--- config.mk ---
export PLATFORM = sky130hd
export DESIGN_NAME = mdio_master
export DESIGN_NICKNAME = d
export VERILOG_FILES = /design/src/rtl/mdio_master.sv
export SDC_FILE = /design/constraint.sdc
export NUM_CORES = 1
export LEC_CHECK = 0
export ABC_CLOCK_PERIOD_IN_PS = 4800
export CORE_UTILIZATION = 30
export DETAILED_ROUTE_END_ITERATION = 16
export DONT_BUFFER_PORTS = 1
export GPL_TIMING_DRIVEN = 1
export PLACE_DENSITY = 0.41
export SYNTH_ARGS = -nofsm -noshare
export SYNTH_HDL_FRONTEND = slang
export SYNTH_SLANG_ARGS = --single-unit
--- constraint.sdc ---
create_clock -name clk -period 4.8 [get_ports clk]
set_clock_uncertainty 0.1 [all_clocks]
set_input_delay 0.48 -clock clk [delete_from_list [all_inputs] [get_ports clk]]
set_output_delay 0.48 -clock clk [all_outputs]
set_load 0.05 [all_outputs]
--- src/rtl/mdio_master.sv ---
// mdio_master: Clause-22 MDIO management master.
// Turns single register write/read commands into MDC/MDIO frames made of an
// optional preamble, ST, OP, PHYAD, REGAD, TA and DATA, followed by one idle
// bit period. On a read, the PHY drives TA bit 2 and DATA back on mdio_i.
`timescale 1ns/1ps

module mdio_master #(
  parameter int CLK_DIV      = 10,
  parameter int PREAMBLE_LEN = 32
) (
  input  logic        clk,
  input  logic        rst_n,
  input  logic [4:0]  phy_add,
  input  logic [4:0]  reg_add,
  input  logic [15:0] wr_data,
  input  logic        wren,
  input  logic        rden,
  output logic        busy,
  output logic [15:0] rd_data,
  output logic        rd_valid,
  output logic        rd_err,
  output logic        mdc,
  output logic        mdio_o,
  output logic        mdio_oe,
  input  logic        mdio_i
);

  localparam int DIV_W = (CLK_DIV > 2) ? $clog2(CLK_DIV) : 1;
  localparam logic [DIV_W-1:0] DIV_MAX = DIV_W'(CLK_DIV - 1);
  localparam logic [5:0] PRE_LAST = 6'((PREAMBLE_LEN > 0) ? PREAMBLE_LEN - 1 : 0);

  localparam logic [2:0] S_IDLE = 3'd0;
  localparam logic [2:0] S_PRE  = 3'd1;
  localparam logic [2:0] S_HDR  = 3'd2;
  localparam logic [2:0] S_TA   = 3'd3;
  localparam logic [2:0] S_DATA = 3'd4;
  localparam logic [2:0] S_DONE = 3'd5;

  logic [2:0]       state;
  logic [DIV_W-1:0] div_cnt;
  logic             half;
  logic [5:0]       bit_cnt;
  logic [31:0]      tx_sr;
  logic [15:0]      rx_sr;
  logic             is_read;
  logic             ta_err;

  logic             tick;
  logic [31:0]      frame_word;

  // End of a half bit period, plus the post-preamble bits of the frame.
  // A read carries ones in its TA/DATA slots so mdio_o rests high while
  // the pad is released to the PHY.
  always_comb begin
    tick       = (div_cnt == DIV_MAX);
    frame_word = {2'b01, (wren ? 2'b01 : 2'b10), phy_add, reg_add,
                  (wren ? {2'b10, wr_data} : 18'h3FFFF)};
  end

  // Command accept, MDC generation, bit sequencing and read capture.
  always_ff @(posedge clk or negedge rst_n) begin
    if (!rst_n) begin
      state    <= S_IDLE;
      div_cnt  <= '0;
      half     <= 1'b0;
      bit_cnt  <= '0;
      tx_sr    <= '0;
      rx_sr    <= '0;
      is_read  <= 1'b0;
      ta_err   <= 1'b0;
      busy     <= 1'b0;
      mdc      <= 1'b0;
      mdio_o   <= 1'b1;
      mdio_oe  <= 1'b0;
      rd_data  <= '0;
      rd_valid <= 1'b0;
      rd_err   <= 1'b0;
    end else begin
      rd_valid <= 1'b0;
      if (state == S_IDLE) begin
        if (wren || rden) begin
          is_read <= ~wren;
          busy    <= 1'b1;
          rd_err  <= 1'b0;
          ta_err  <= 1'b0;
          div_cnt <= '0;
          half    <= 1'b0;
          mdc     <= 1'b0;
          mdio_oe <= 1'b1;
          if (PREAMBLE_LEN > 0) begin
            state   <= S_PRE;
            bit_cnt <= PRE_LAST;
            mdio_o  <= 1'b1;
            tx_sr   <= frame_word;
          end else begin
            state   <= S_HDR;
            bit_cnt <= 6'd13;
            mdio_o  <= frame_word[31];
            tx_sr   <= {frame_word[30:0], 1'b0};
          end
        end
      end else if (!tick) begin
        div_cnt <= div_cnt + DIV_W'(1);
      end else begin
        div_cnt <= '0;
        half    <= ~half;
        if (!half) begin
          if (state != S_DONE) begin
            mdc <= 1'b1;
          end
          if (is_read && (state == S_TA) && (bit_cnt == 6'd0)) begin
            ta_err <= mdio_i;
          end
          if (is_read && (state == S_DATA)) begin
            rx_sr <= {rx_sr[14:0], mdio_i};
          end
        end else begin
          mdc <= 1'b0;
          case (state)
            S_PRE: begin
              if (bit_cnt == 6'd0) begin
                state   <= S_HDR;
                bit_cnt <= 6'd13;
                mdio_o  <= tx_sr[31];
                tx_sr   <= {tx_sr[30:0], 1'b0};
              end else begin
                bit_cnt <= bit_cnt - 6'd1;
                mdio_o  <= 1'b1;
              end
            end
            S_HDR: begin
              mdio_o <= tx_sr[31];
              tx_sr  <= {tx_sr[30:0], 1'b0};
              if (bit_cnt == 6'd0) begin
                state   <= S_TA;
                bit_cnt <= 6'd1;
                mdio_oe <= ~is_read;
              end else begin
                bit_cnt <= bit_cnt - 6'd1;
              end
            end
            S_TA: begin
              mdio_o <= tx_sr[31];
              tx_sr  <= {tx_sr[30:0], 1'b0};
              if (bit_cnt == 6'd0) begin
                state   <= S_DATA;
                bit_cnt <= 6'd15;
              end else begin
                bit_cnt <= bit_cnt - 6'd1;
              end
            end
            S_DATA: begin
              if (bit_cnt == 6'd0) begin
                state   <= S_DONE;
                mdio_o  <= 1'b1;
                mdio_oe <= 1'b0;
              end else begin
                bit_cnt <= bit_cnt - 6'd1;
                mdio_o  <= tx_sr[31];
                tx_sr   <= {tx_sr[30:0], 1'b0};
              end
            end
            S_DONE: begin
              state <= S_IDLE;
              busy  <= 1'b0;
              if (is_read) begin
                rd_valid <= 1'b1;
                rd_data  <= rx_sr;
                rd_err   <= ta_err;
              end
            end
            default: begin
              state   <= S_IDLE;
              busy    <= 1'b0;
              mdio_o  <= 1'b1;
              mdio_oe <= 1'b0;
            end
          endcase
        end
      end
    end
  end

endmodule
; After elaboration in Yosys (flattened, before gate mapping)
; Cells that the tools add are included.
[word_totals]
input_bits = 31
word_cells = 136
reg_bits = 86
out_inout_bits = 22
[classes]
reduce_logical = 30
bitwise_logic = 4
add_sub_neg = 2
muxes = 68
eq_ne = 17
[ops]
columns = op, count
row1 = $mux 32, 6
row2 = $pmux 32 s3, 1
row3 = $mux 6, 8
row4 = $mux 1, 36
row5 = $mux 3, 8
row6 = $pmux 6 s4, 1
row7 = $mux 17, 1
row8 = $reduce_and 4->1, 4
row9 = $ne 3x3->1 const B, 5
row10 = $reduce_and 5->1, 3
row11 = $mux 4, 3
row12 = $pmux 3 s4, 1
row13 = $reduce_and 6->1, 2
row14 = $reduce_bool 2->1, 5
row15 = $ne 2x1->1 const B, 4
row16 = $reduce_and 7->1, 1
row17 = $eq 3x2->1 const B, 2
row18 = $eq 3x3->1 const B, 2
row19 = $logic_not 6->1, 1
row20 = $sub 6x1->6 const B, 1
row21 = $reduce_bool 5->1, 1
row22 = $add 4x1->4 const B, 1
row23 = $eq 4x4->1 const B, 1
row24 = $not 1->1, 4
row25 = other kinds (16), 19

; Longest topological paths before layout
; Gate-level depths: netlist of run 1.
[logic_depth]
depth_word = 7
mapped_depth = 10
ltp_nobuf = 7

; Worst setup path after synthesis of run 1
; No wires, ideal clock.
[synth_timing]
kind = register -> register
start = register bit_cnt[0]
end = register mdio_oe
t_required_ns = 4.575
synth_period_minus_slack_ns = 2.169
arrival_time_ns = 1.944
path_stages_with_launch = 8
path_buffers = 0
setup_time_ns = 0.125
slack_ns = 2.631
cell_sequence = dfrtp_1 -> inv_1 -> ha_1 -> or4b_4 -> nor2_4 -> a21oi_1 -> o31ai_1 -> mux2_2
[synth_via]
elab_chain_cells = 3
word_cells_on_any_way = 4
cone_classes = 2 x eq/ne / 2 x reduce/logical
[synth_rtl]
columns = element, line_no
row1 = start: declaration, 42  ; logic [5:0] bit_cnt;
row2 = start signal: assignment, 127  ; bit_cnt <= bit_cnt - 6'd1;
row3 = start signal: assignment, 139  ; bit_cnt <= bit_cnt - 6'd1;
row4 = start signal: assignment, 149  ; bit_cnt <= bit_cnt - 6'd1;
row5 = $logic_not 6->1 *, "134, 153"
row6 = $ne 3x3->1 (no line), --
row7 = $reduce_and 6->1 (no line) *, --
row8 = end signal: assignment, 137  ; mdio_oe <= ~is_read;
row9 = end: declaration, 24  ; output logic mdio_oe,
; Every way passes the cells marked *; elsewhere a longest branch is shown, timed or not.
; A chain may end at the register's enable or synchronous reset.

; Worst setup path in the final report of run 1
[layout_timing]
start = register bit_cnt[0]
end = register tx_sr[18]
[layout_via]
elab_chain_cells = 3
word_cells_on_any_way = 4
cone_classes = 2 x eq/ne / 2 x reduce/logical
[layout_rtl]
columns = element, line_no
row1 = $logic_not 6->1 *, "121, 153"
row2 = $ne 3x3->1 (no line), --
row3 = $reduce_and 6->1 (no line) *, --
row4 = end signal: assignment, 125  ; tx_sr <= {tx_sr[30:0], 1'b0};
row5 = end signal: assignment, 133  ; tx_sr <= {tx_sr[30:0], 1'b0};
row6 = end signal: assignment, 160  ; tx_sr <= {tx_sr[30:0], 1'b0};
row7 = end: declaration, 43  ; logic [31:0] tx_sr;
; Marked as above.

==> flow_summary.yaml, run 1 <==
worst_setup_path:
  critPathLaunchType: "flip-flop"
  critPathMaxFanout: 61
  reg2regPathDepth: 6
  cpLargestDelayFamily: "compound AO/OA/AOI/OAI gates"
  worstReg2RegStart: "bit_cnt[0]"
  cp.required_ps: 4880
  worstSetupEndpointType: "flip-flop"
  arrival_ps: 2910
  reg2reg_setup_slack_ps: 1970
  cp_cell_sequence: "inv_1 -> ha_1 -> or4b_4 -> o2111ai_2 -> o311a_2 -> o21ai_0"
  slowest_delay_ps: 890
  r2r_end: "tx_sr[18]"
  crit_slowest_cell: "o311a_2"
  path_class: "reg -> reg"
  worst-path-buf-inv: 1
synth:
  synth_edf_count: 0
  synth_seq_cells: 86
  synthArstFlopShare_pct: 100
  syn_area_per_cell_um2: 10.5
  seq_area_frac_synth_pct: 53.5
  synth_flop_cell: "dfrtp_1"
  synth_nets: 417
  ys_types: 49
  syn-cell-area_um2: 4030
  yosys_warnings: 0
  syn_inst: 383
timing:
  fmax_ghz: 0.353
  maxSlewHeadroom_pct: 34.3
  setup_tns_ps: 0
  fin_ws_ps: 1970
  worst_slew_pin_slew_ps: 986
  final_hold_viol_count: 0
  rsz0062_at_grt: "false"
  fin_crit_ps: 2830
  setup_viol: 0
  hold_ws_ps: 116
  fin_crit_sh_pct: 58.9
  slew_violations: 0
power_and_ir_drop:
  peakVddDrop_mv: 0.181
  total_power_mw: 2.08
  powerDensity_nw_per_um2: 464
  p_leak_nw: 1.93
routing:
  avgRoutedWirePerCell_um: 15.5
  num_vias: 2739
  dr.first_iter.drc_count: 132
  drt_first_pass_iters: 4
  via_per_inst: 4.99
  ant_nets: 0
  drc: 0
  routed_wl_um: 8490
clocking:
  cts_sinks: 86
  clk_path_buf_depth: 2
  htreeDepth: 3
  cts.repair.resized: 0
  worstSkewPairLatency_ps: 350
  cts.reportedPaths.clkPinSlew_ps: 60
  post-cts-setup-buffers: 0
  numCtsBuffers: 9
  clockRootBuffer: "clkbuf_16"
  tritoncts: "built"
floorplan:
  die_x_um: 118
  fp.dieH_um: 118
  start_util_pct: 31.3
  coreArea_um2: 12900
  die-area_um2: 13900
  rows: 41
  ios: 53
grt:
  grt-ovfl-total: 0
  grt_pass1_vias: 2789
  grt_usage_pct: 13.6
  grt_start_max_net_pins: 87
  antenna_found_initial: 0
  grt_pass1_wl_um: 14800
cells_and_area:
  layout_commonest_cell: "dfrtp_1"
  fin_util_pct: 34.8
  drive_gt1_share_pct: 16.7
  nets: 406
  mostFrequentLayoutCells: "dfrtp_1, o21ai_0, nand2_1"
  diodes: 0
  area_delta_synth_final_pct: 11.3
placement:
  post-place-ws_ps: 1950
  hpwl_um: 5310
  gp_congestion: 0.726
  portBuffers: 0
hold_path:
  min_to: "is_read"
  hold_class: "in -> reg"
  hold_start: "wren"
  whs_path_depth: 1
flow_run:
  drv_cap: 0
status:
  status: "finished, final reports clean"
==> where the power goes <==
group          switching (mW)  internal, mW  total (mW)
registers               0.140         0.893        1.03
logic                   0.167         0.143       0.310
clock network           0.283         0.456       0.739
total                   0.590          1.49        2.08
==> repair_timing <==
action,4_1_cts,5_1_grt
hold buffers,2,0
setup endpoints to repair,0,0
hold endpoints to repair,86,0
==> sequential cells by signal, indices dropped and copies added, names as in the netlist <==
register / count
rd_valid: 1
rd_data: 16
is_read: 1
state: 3
bit_cnt: 6
div_cnt: 4
tx_sr: 32
mdio_oe: 1
half: 1
rd_err: 1
rx_sr: 16
busy: 1
mdio_o: 1
ta_err: 1
mdc: 1
==> worst reg2reg max path, delay by kind of cell, from the launching register on <==
kind	cells	cell delay (ps)
compound gates	3	1380
simple gates	1	510
flops	1	400
buf+inv	1	70
fa+ha+maj	1	210
==> final cells by class <==
| class | count | area, µm² |
|---|---|---|
| clock buffer | 12 | 236 |
| clock inverter | 4 | 72.6 |
| fill | 1321 | 8390 |
| inverter | 10 | 37.5 |
| multi-input combinational | 260 | 1710 |
| sequential | 86 | 2150 |
| tap | 172 | 215 |
| timing repair buffer | 5 | 60.1 |
==> synthesized netlist by cell type (2+ instances only) <==
cell type	n	area, µm²
nand2_1	52	195
a21o_1	2	15.0
nand4_1	2	12.5
o211ai_1	2	15.0
nor2_1	11	41.3
a22o_1	2	17.5
mux2i_1	11	110
inv_1	10	37.5
ha_1	3	37.5
buf_2	7	35.0
a2bb2oi_1	2	17.5
o21a_1	3	22.5
buf_4	5	37.5
a31oi_1	7	43.8
or2_2	2	12.5
o31ai_1	2	15.0
o32ai_1	2	17.5
nand3_1	2	10.0
a21oi_1	15	75.1
o311a_1	2	20.0
nand2b_1	3	18.8
o22ai_1	2	12.5
mux2_2	33	372
nor3_2	2	20.0
o21ai_0	61	305
nor3_1	2	10.0
dfrtp_1	85	2130
or3_1	17	106
clkbuf_1	14	52.6
==> worst max path at each step <==
| stage | startpoint | endpoint | slack, ps | cells after the start |
|---|---|---|---|---|
| 6_report | bit_cnt[0] | tx_sr[18] | 1970 | 6 |
| 5_1_grt | bit_cnt[0] | tx_sr[2] | 1720 | 6 |
| 4_1_cts | bit_cnt[0] | tx_sr[25] | 1960 | 6 |
| 3_5_place_dp | bit_cnt[0] | tx_sr[13] | 1950 | 6 |
| 3_3_place_gp | bit_cnt[0] | tx_sr[28] | 2040 | 7 |
| 2_1_floorplan | bit_cnt[0] | mdio_oe | 2630 | 7 |
==> metrics by stage <==
step	instance area, µm²	cells
after global placement	4140	531
after global routing	4480	549
after floorplan	4030	383
after detailed placement	4140	531
final	4480	549
after CTS	4480	549
==> per-layer routing <==
metal	routed length [µm]	GRT usage (%)
met1	4160	18.1
met2	3810	20.0
met3	392	5.18
met4	130	5.05
met5	0	0
==> kinds of logic after synthesis <==
family	share of synthesized area, %
compound gates	16.1
xor+xnor	0.218
fa+ha+maj	0.932
buf+inv	4.16
flops	53.5
mux	12.0
simple gates	13.2
Note: power is estimated with default switching activity, not from simulation.
==> inputs of run 2 (changes only) <==
--- a/config.mk
+++ b/config.mk
@@ -5,7 +5,7 @@
 export SDC_FILE = /design/constraint.sdc
 export NUM_CORES = 1
 export LEC_CHECK = 0
-export ABC_CLOCK_PERIOD_IN_PS = 4800
+export ABC_CLOCK_PERIOD_IN_PS = 2900
 export CORE_UTILIZATION = 30
 export DETAILED_ROUTE_END_ITERATION = 16
 export DONT_BUFFER_PORTS = 1
==> constraint.sdc (replaced) <==
create_clock -name clk -period 2.9 [get_ports clk]
set_clock_uncertainty 0.1 [all_clocks]
set_input_delay 0.29 -clock clk [delete_from_list [all_inputs] [get_ports clk]]
set_output_delay 0.29 -clock clk [all_outputs]
set_load 0.05 [all_outputs]
==> run 2 against run 1 <==
Maximum frequency rose by 20%. Worst hold slack lost 85 ps. Core utilization rose by 0.43 points. Highest routed layer unchanged. Design area increased by 1.2%. Clock power is 46% higher. Critical endpoint is now tx_sr[28]. Largest power group unchanged. Register-to-register slack got worse by 1400 ps. Non-clock buffer count grew 10. Sequential share of layout area decreased by 0.58 points. Sequential power is 65% higher. Combinational power is 69% higher.
==> flow_summary.yaml, run 2 (synthesis results as in run 1) <==
clocking:
  cts.reportedPaths.clkPinSlew_ps: 60
  worstSkewPairLatency_ps: 340
  numCtsBuffers: 9
  htreeDepth: 3
  clk_path_buf_depth: 2
  tritoncts: "built"
  cts.repair.resized: 0
  cts_sinks: 86
  post-cts-setup-buffers: 0
  clockRootBuffer: "clkbuf_16"
cells_and_area:
  diodes: 0
  register_area_um2: 2150
  area_delta_synth_final_pct: 12.7
  top_regs: "tx_sr x32, rd_data x16, rx_sr x16"
  fillerInstances: 1291
  layout_commonest_cell: "dfrtp_1"
  fin_cells: 559
  drive_gt1_share_pct: 18.3
  nets: 416
  multi_input_area_um2: 1710
  top_register: "tx_sr"
  mostFrequentLayoutCells: "dfrtp_1, o21ai_0, nand2_1"
  largest_register_ffs: 32
grt:
  grt_pass1_wl_um: 14900
  grt_start_max_net_pins: 87
  grt_pass1_vias: 2753
  grt-ovfl-total: 0
  antenna_found_initial: 0
  grt_usage_pct: 13.7
timing:
  fin_crit_ps: 2360
  final_hold_viol_count: 0
  setup_tns_ps: 0
  rsz0062_at_grt: "false"
  slew_violations: 0
  fmax_ghz: 0.424
  worst_slew_pin_slew_ps: 530
  setup_viol: 0
  fin_crit_sh_pct: 81.3
  maxSlewHeadroom_pct: 64.7
power_and_ir_drop:
  p_leak_nw: 1.97
  p_sw_mw: 0.978
  clockPowerShare_pct: 32.7
  p_comb_share_pct: 15.8
  powerDensity_nw_per_um2: 730
  internal_power_mw: 2.33
  seqPwrFrac_pct: 51.5
  peakVddDrop_mv: 0.292
  total_power_mw: 3.31
  p_sw_share_pct: 29.6
floorplan:
  coreArea_um2: 12900
  rows: 41
  die-area_um2: 13900
  fp.dieH_um: 118
  die_x_um: 118
  start_util_pct: 31.3
  ios: 53
placement:
  hpwl_um: 5470
  gp_congestion: 0.734
  place_inst: 539
  portBuffers: 0
worst_setup_path:
  worstReg2RegStart: "bit_cnt[0]"
  path_class: "reg -> reg"
  reg2reg_setup_slack_ps: 540
  worstSetupEndpointType: "flip-flop"
  critPathLaunchType: "flip-flop"
  arrival_ps: 2490
  cp.required_ps: 3040
  critPathMaxFanout: 61
  startpoint: "bit_cnt[0]"
routing:
  drc: 0
  dr.first_iter.drc_count: 149
  num_vias: 2763
  ant_nets: 0
  routed_wl_um: 8610
  drt_first_pass_iters: 5
  via_per_inst: 4.94
  avgRoutedWirePerCell_um: 15.4
status:
  status: "finished, final reports clean"
hold_path:
  hold_start: "rden"
  hold_class: "in -> reg"
flow_run:
  drv_cap: 0
==> run 2: stage by stage <==
step | hold WS, ps | utilization (%) | instance area, µm² | setup WS, ps
2_1_floorplan | -106 | - | 4030 | 731
3_3_place_gp | -101 | 32.7 | 4210 | 580
3_5_place_dp | -100 | 32.7 | 4210 | 531
5_1_grt | 19.3 | 35.2 | 4540 | 385
4_1_cts | 13.3 | 35.2 | 4540 | 523
6_report | 30.9 | 35.2 | 4540 | 543
==> run 2: cell type report <==
cell class | instances | area share (%)
multi-input combinational | 260 | 37.6
clock inverter | 3 | 0.469
inverter | 10 | 0.827
clock buffer | 13 | 5.52
sequential | 86 | 47.5
timing repair buffer | 15 | 3.36
tap | 172 | 4.74
==> run 2: critical path, stage by stage, from the launching register on <==
cell,delay (ps)
dfrtp_1,400
inv_1,60
ha_1,220
or4b_4,510
o2111ai_2,250
o311a_2,250
buf_12,230
a21oi_1,60
a21o_1,150
==> run 2: layer usage <==
metal	track usage, %	part of all wire (%)
met5	0	0
met4	4.57	1.5
met3	5.62	5.1
met2	20.3	44
met1	18.0	50
==> run 2: power by group through the flow <==
stage	Clock, mW	Sequential [mW]	Combinational [mW]
finish	1.08	1.70	0.525
global route	1.18	1.75	0.631
CTS	1.14	1.71	0.540
detailed placement	0	1.73	0.509
global placement	0	1.73	0.495
floorplan	0	1.67	0.431
==> run 2: final timing paths <==
check,to,cells past startpoint
min,is_read,2
max in group asynchronous,mdio_o,2
min in group asynchronous,tx_sr[12],2
max,tx_sr[28],8
min reg2reg,tx_sr[6],2
max reg2reg,tx_sr[28],8
==> run 2: what timing repair did <==
| action | in CTS | in global routing |
|---|---|---|
| hold buffers | 4 | 0 |
| hold endpoints to repair | 89 | 0 |
| setup endpoints to repair | 0 | 0 |
==> inputs of run 3 (changes only) <==
--- a/config.mk
+++ b/config.mk
@@ -5,7 +5,7 @@
 export SDC_FILE = /design/constraint.sdc
 export NUM_CORES = 1
 export LEC_CHECK = 0
-export ABC_CLOCK_PERIOD_IN_PS = 2900
+export ABC_CLOCK_PERIOD_IN_PS = 2200
 export CORE_UTILIZATION = 30
 export DETAILED_ROUTE_END_ITERATION = 16
 export DONT_BUFFER_PORTS = 1
==> constraint.sdc (replaced) <==
create_clock -name clk -period 2.2 [get_ports clk]
set_clock_uncertainty 0.1 [all_clocks]
set_input_delay 0.22 -clock clk [delete_from_list [all_inputs] [get_ports clk]]
set_output_delay 0.22 -clock clk [all_outputs]
set_load 0.05 [all_outputs]
==> run 3 against run 2 <==
The flow now finishes with violations (negative hold slack, negative setup slack). Setup slack worse by 550 ps. Non-clock buffer count rose by 33. Clock power rose by 35%. Die area did not move. Sequential cell count did not move. First-iteration DRC count up 15%. Worst hold slack worse by 560 ps. Sequential share of layout area is 4.3 points lower. Clock-buffer cell count fell by 2. Global-route usage is 0.30 points higher. Critical path depth did not move. Register-to-register slack lost 550 ps. Largest power group unchanged. Highest routed layer unchanged.
==> flow_summary.yaml, run 3 (synthesis results as in run 1) <==
status:
  status: "finished, violations left"
  failed_checks: "negative hold slack, negative setup slack"
timing:
  fin_crit_ps: 2200
  setup_viol: 1
  fin_ws_ps: -4.11
  hold_ws_ps: -532
  fmax_ghz: 0.454
  fin_crit_sh_pct: 100
  worst_slew_pin_slew_ps: 512
  slew_violations: 0
  maxSlewHeadroom_pct: 65.8
  rsz0062_at_grt: "true"
  final_hold_viol_count: 86
floorplan:
  rows: 41
  coreArea_um2: 12900
  die-area_um2: 13900
  ios: 53
  die_x_um: 118
  fp.dieH_um: 118
  start_util_pct: 31.3
worst_setup_path:
  slowest_delay_ps: 500
  reg2regPathDepth: 8
  critPathLaunchType: "flip-flop"
  critPathMaxFanout: 6
  cpLargestDelayFamily: "compound AO/OA/AOI/OAI gates"
  startpoint: "bit_cnt[1]"
  cp.required_ps: 2340
  worstSetupEndpointType: "flip-flop"
  arrival_ps: 2340
  path_class: "reg -> reg"
  r2r_end: "tx_sr[28]"
  reg2reg_setup_slack_ps: -4
  worstReg2RegStart: "bit_cnt[1]"
  crit_slowest_cell: "or4b_4"
  cp_cell_sequence: "inv_2 -> ha_4 -> or4b_4 -> o2111ai_4 -> o311a_4 -> buf_12 -> a21oi_2 -> a21o_1"
  worst-path-buf-inv: 2
cells_and_area:
  post-route-cell-area_um2: 4990
  mostFrequentLayoutCells: "dfrtp_1, nand2_1, o21ai_0"
  area_delta_synth_final_pct: 24.0
  layout_commonest_cell: "dfrtp_1"
  drive_gt1_share_pct: 26.2
  diodes: 0
  top_register: "tx_sr"
  nets: 449
  fillerInstances: 1249
  top_regs: "tx_sr x32, rd_data x16, rx_sr x16"
  largest_register_ffs: 32
hold_path:
  hold_class: "in -> async"
clocking:
  tritoncts: "built"
  cts_sinks: 86
  hold_buffers: 14
  htreeDepth: 3
  clk_path_buf_depth: 2
  numCtsBuffers: 9
  clockRootBuffer: "clkbuf_16"
  worstSkewPairLatency_ps: 340
  cts.reportedPaths.clkPinSlew_ps: 60
routing:
  drt_first_pass_iters: 4
  num_vias: 2880
  drc: 0
  dr.first_iter.drc_count: 172
  ant_nets: 0
  avgRoutedWirePerCell_um: 15.4
  routed_wl_um: 9130
  via_per_inst: 4.86
grt:
  antenna_found_initial: 0
  grt-ovfl-total: 0
  grt_usage_pct: 14.0
  grt_pass1_vias: 2791
  grt_start_max_net_pins: 87
  grt_pass1_wl_um: 15200
power_and_ir_drop:
  powerDensity_nw_per_um2: 932
  p_leak_nw: 2.18
  total_power_mw: 4.66
  peakVddDrop_mv: 0.386
placement:
  hpwl_um: 5850
  place_area_um2: 4370
  post-place-ws_ps: -33.7
  portBuffers: 0
  gp_congestion: 0.756
flow_run:
  drv_cap: 0
-- run 3: cell count changes in the layout (fill, tap and decap cells not counted), sizes merged --
cell         delta
buf            +20
clkinv          +1
clkinvlp        +1
dlygate4sd3    +11
-- run 3: power by group --
group	internal, mW	switching, mW
clock	0.825	0.638
sequential	1.95	0.297
combinational	0.500	0.448
total	3.27	1.38
-- run 3: metrics by stage --
step	hold WS (ps)	utilization [%]	setup TNS, ps	std cells
2_1_floorplan	-176	-	0	383
3_3_place_gp	-172	33.9	-43.2	557
3_5_place_dp	-171	33.9	-302	557
4_1_cts	-547	37.5	-14.0	587
5_1_grt	-557	38.8	-1860	592
6_report	-532	38.8	-4.11	592
-- run 3: worst max path at each step --
stage                      endpoint  slack, ps  depth (start not counted)
after global placement      mdio_oe        -40                          7
after CTS                 tx_sr[28]        -10                          8
after floorplan             mdio_oe         30                          7
final                     tx_sr[28]         -4                          8
after global routing      tx_sr[28]        -90                          8
after detailed placement    mdio_oe        -30                          7
-- run 3: metal layers --
layer	GRT usage (%)	up-vias	routed length, µm
met5	0	-	0
met4	5.05	0	117
met3	4.75	9	342
met2	19.7	50	4120
met1	19.8	1394	4550
li1	-	1427	-
-- run 3: layout make-up --
class	instances	area (µm²)	share of cell area, %
clock buffers	11	253	5.06
clock inverters	5	33.8	0.677
inverters	10	37.5	0.752
multi-input cells	260	1800	36.1
flip-flops and latches	86	2150	43.1
well taps	172	215	4.31
repair buffers	48	495	9.92
-- run 3: what timing repair did --
action | CTS | global route
resized for setup | 4 | 37
setup endpoints to repair | 19 | 38
gates cloned | 0 | 2
pin swaps | 1 | 9
buffers inserted | 0 | 3
endpoints found under the hold margin | 102 | 86
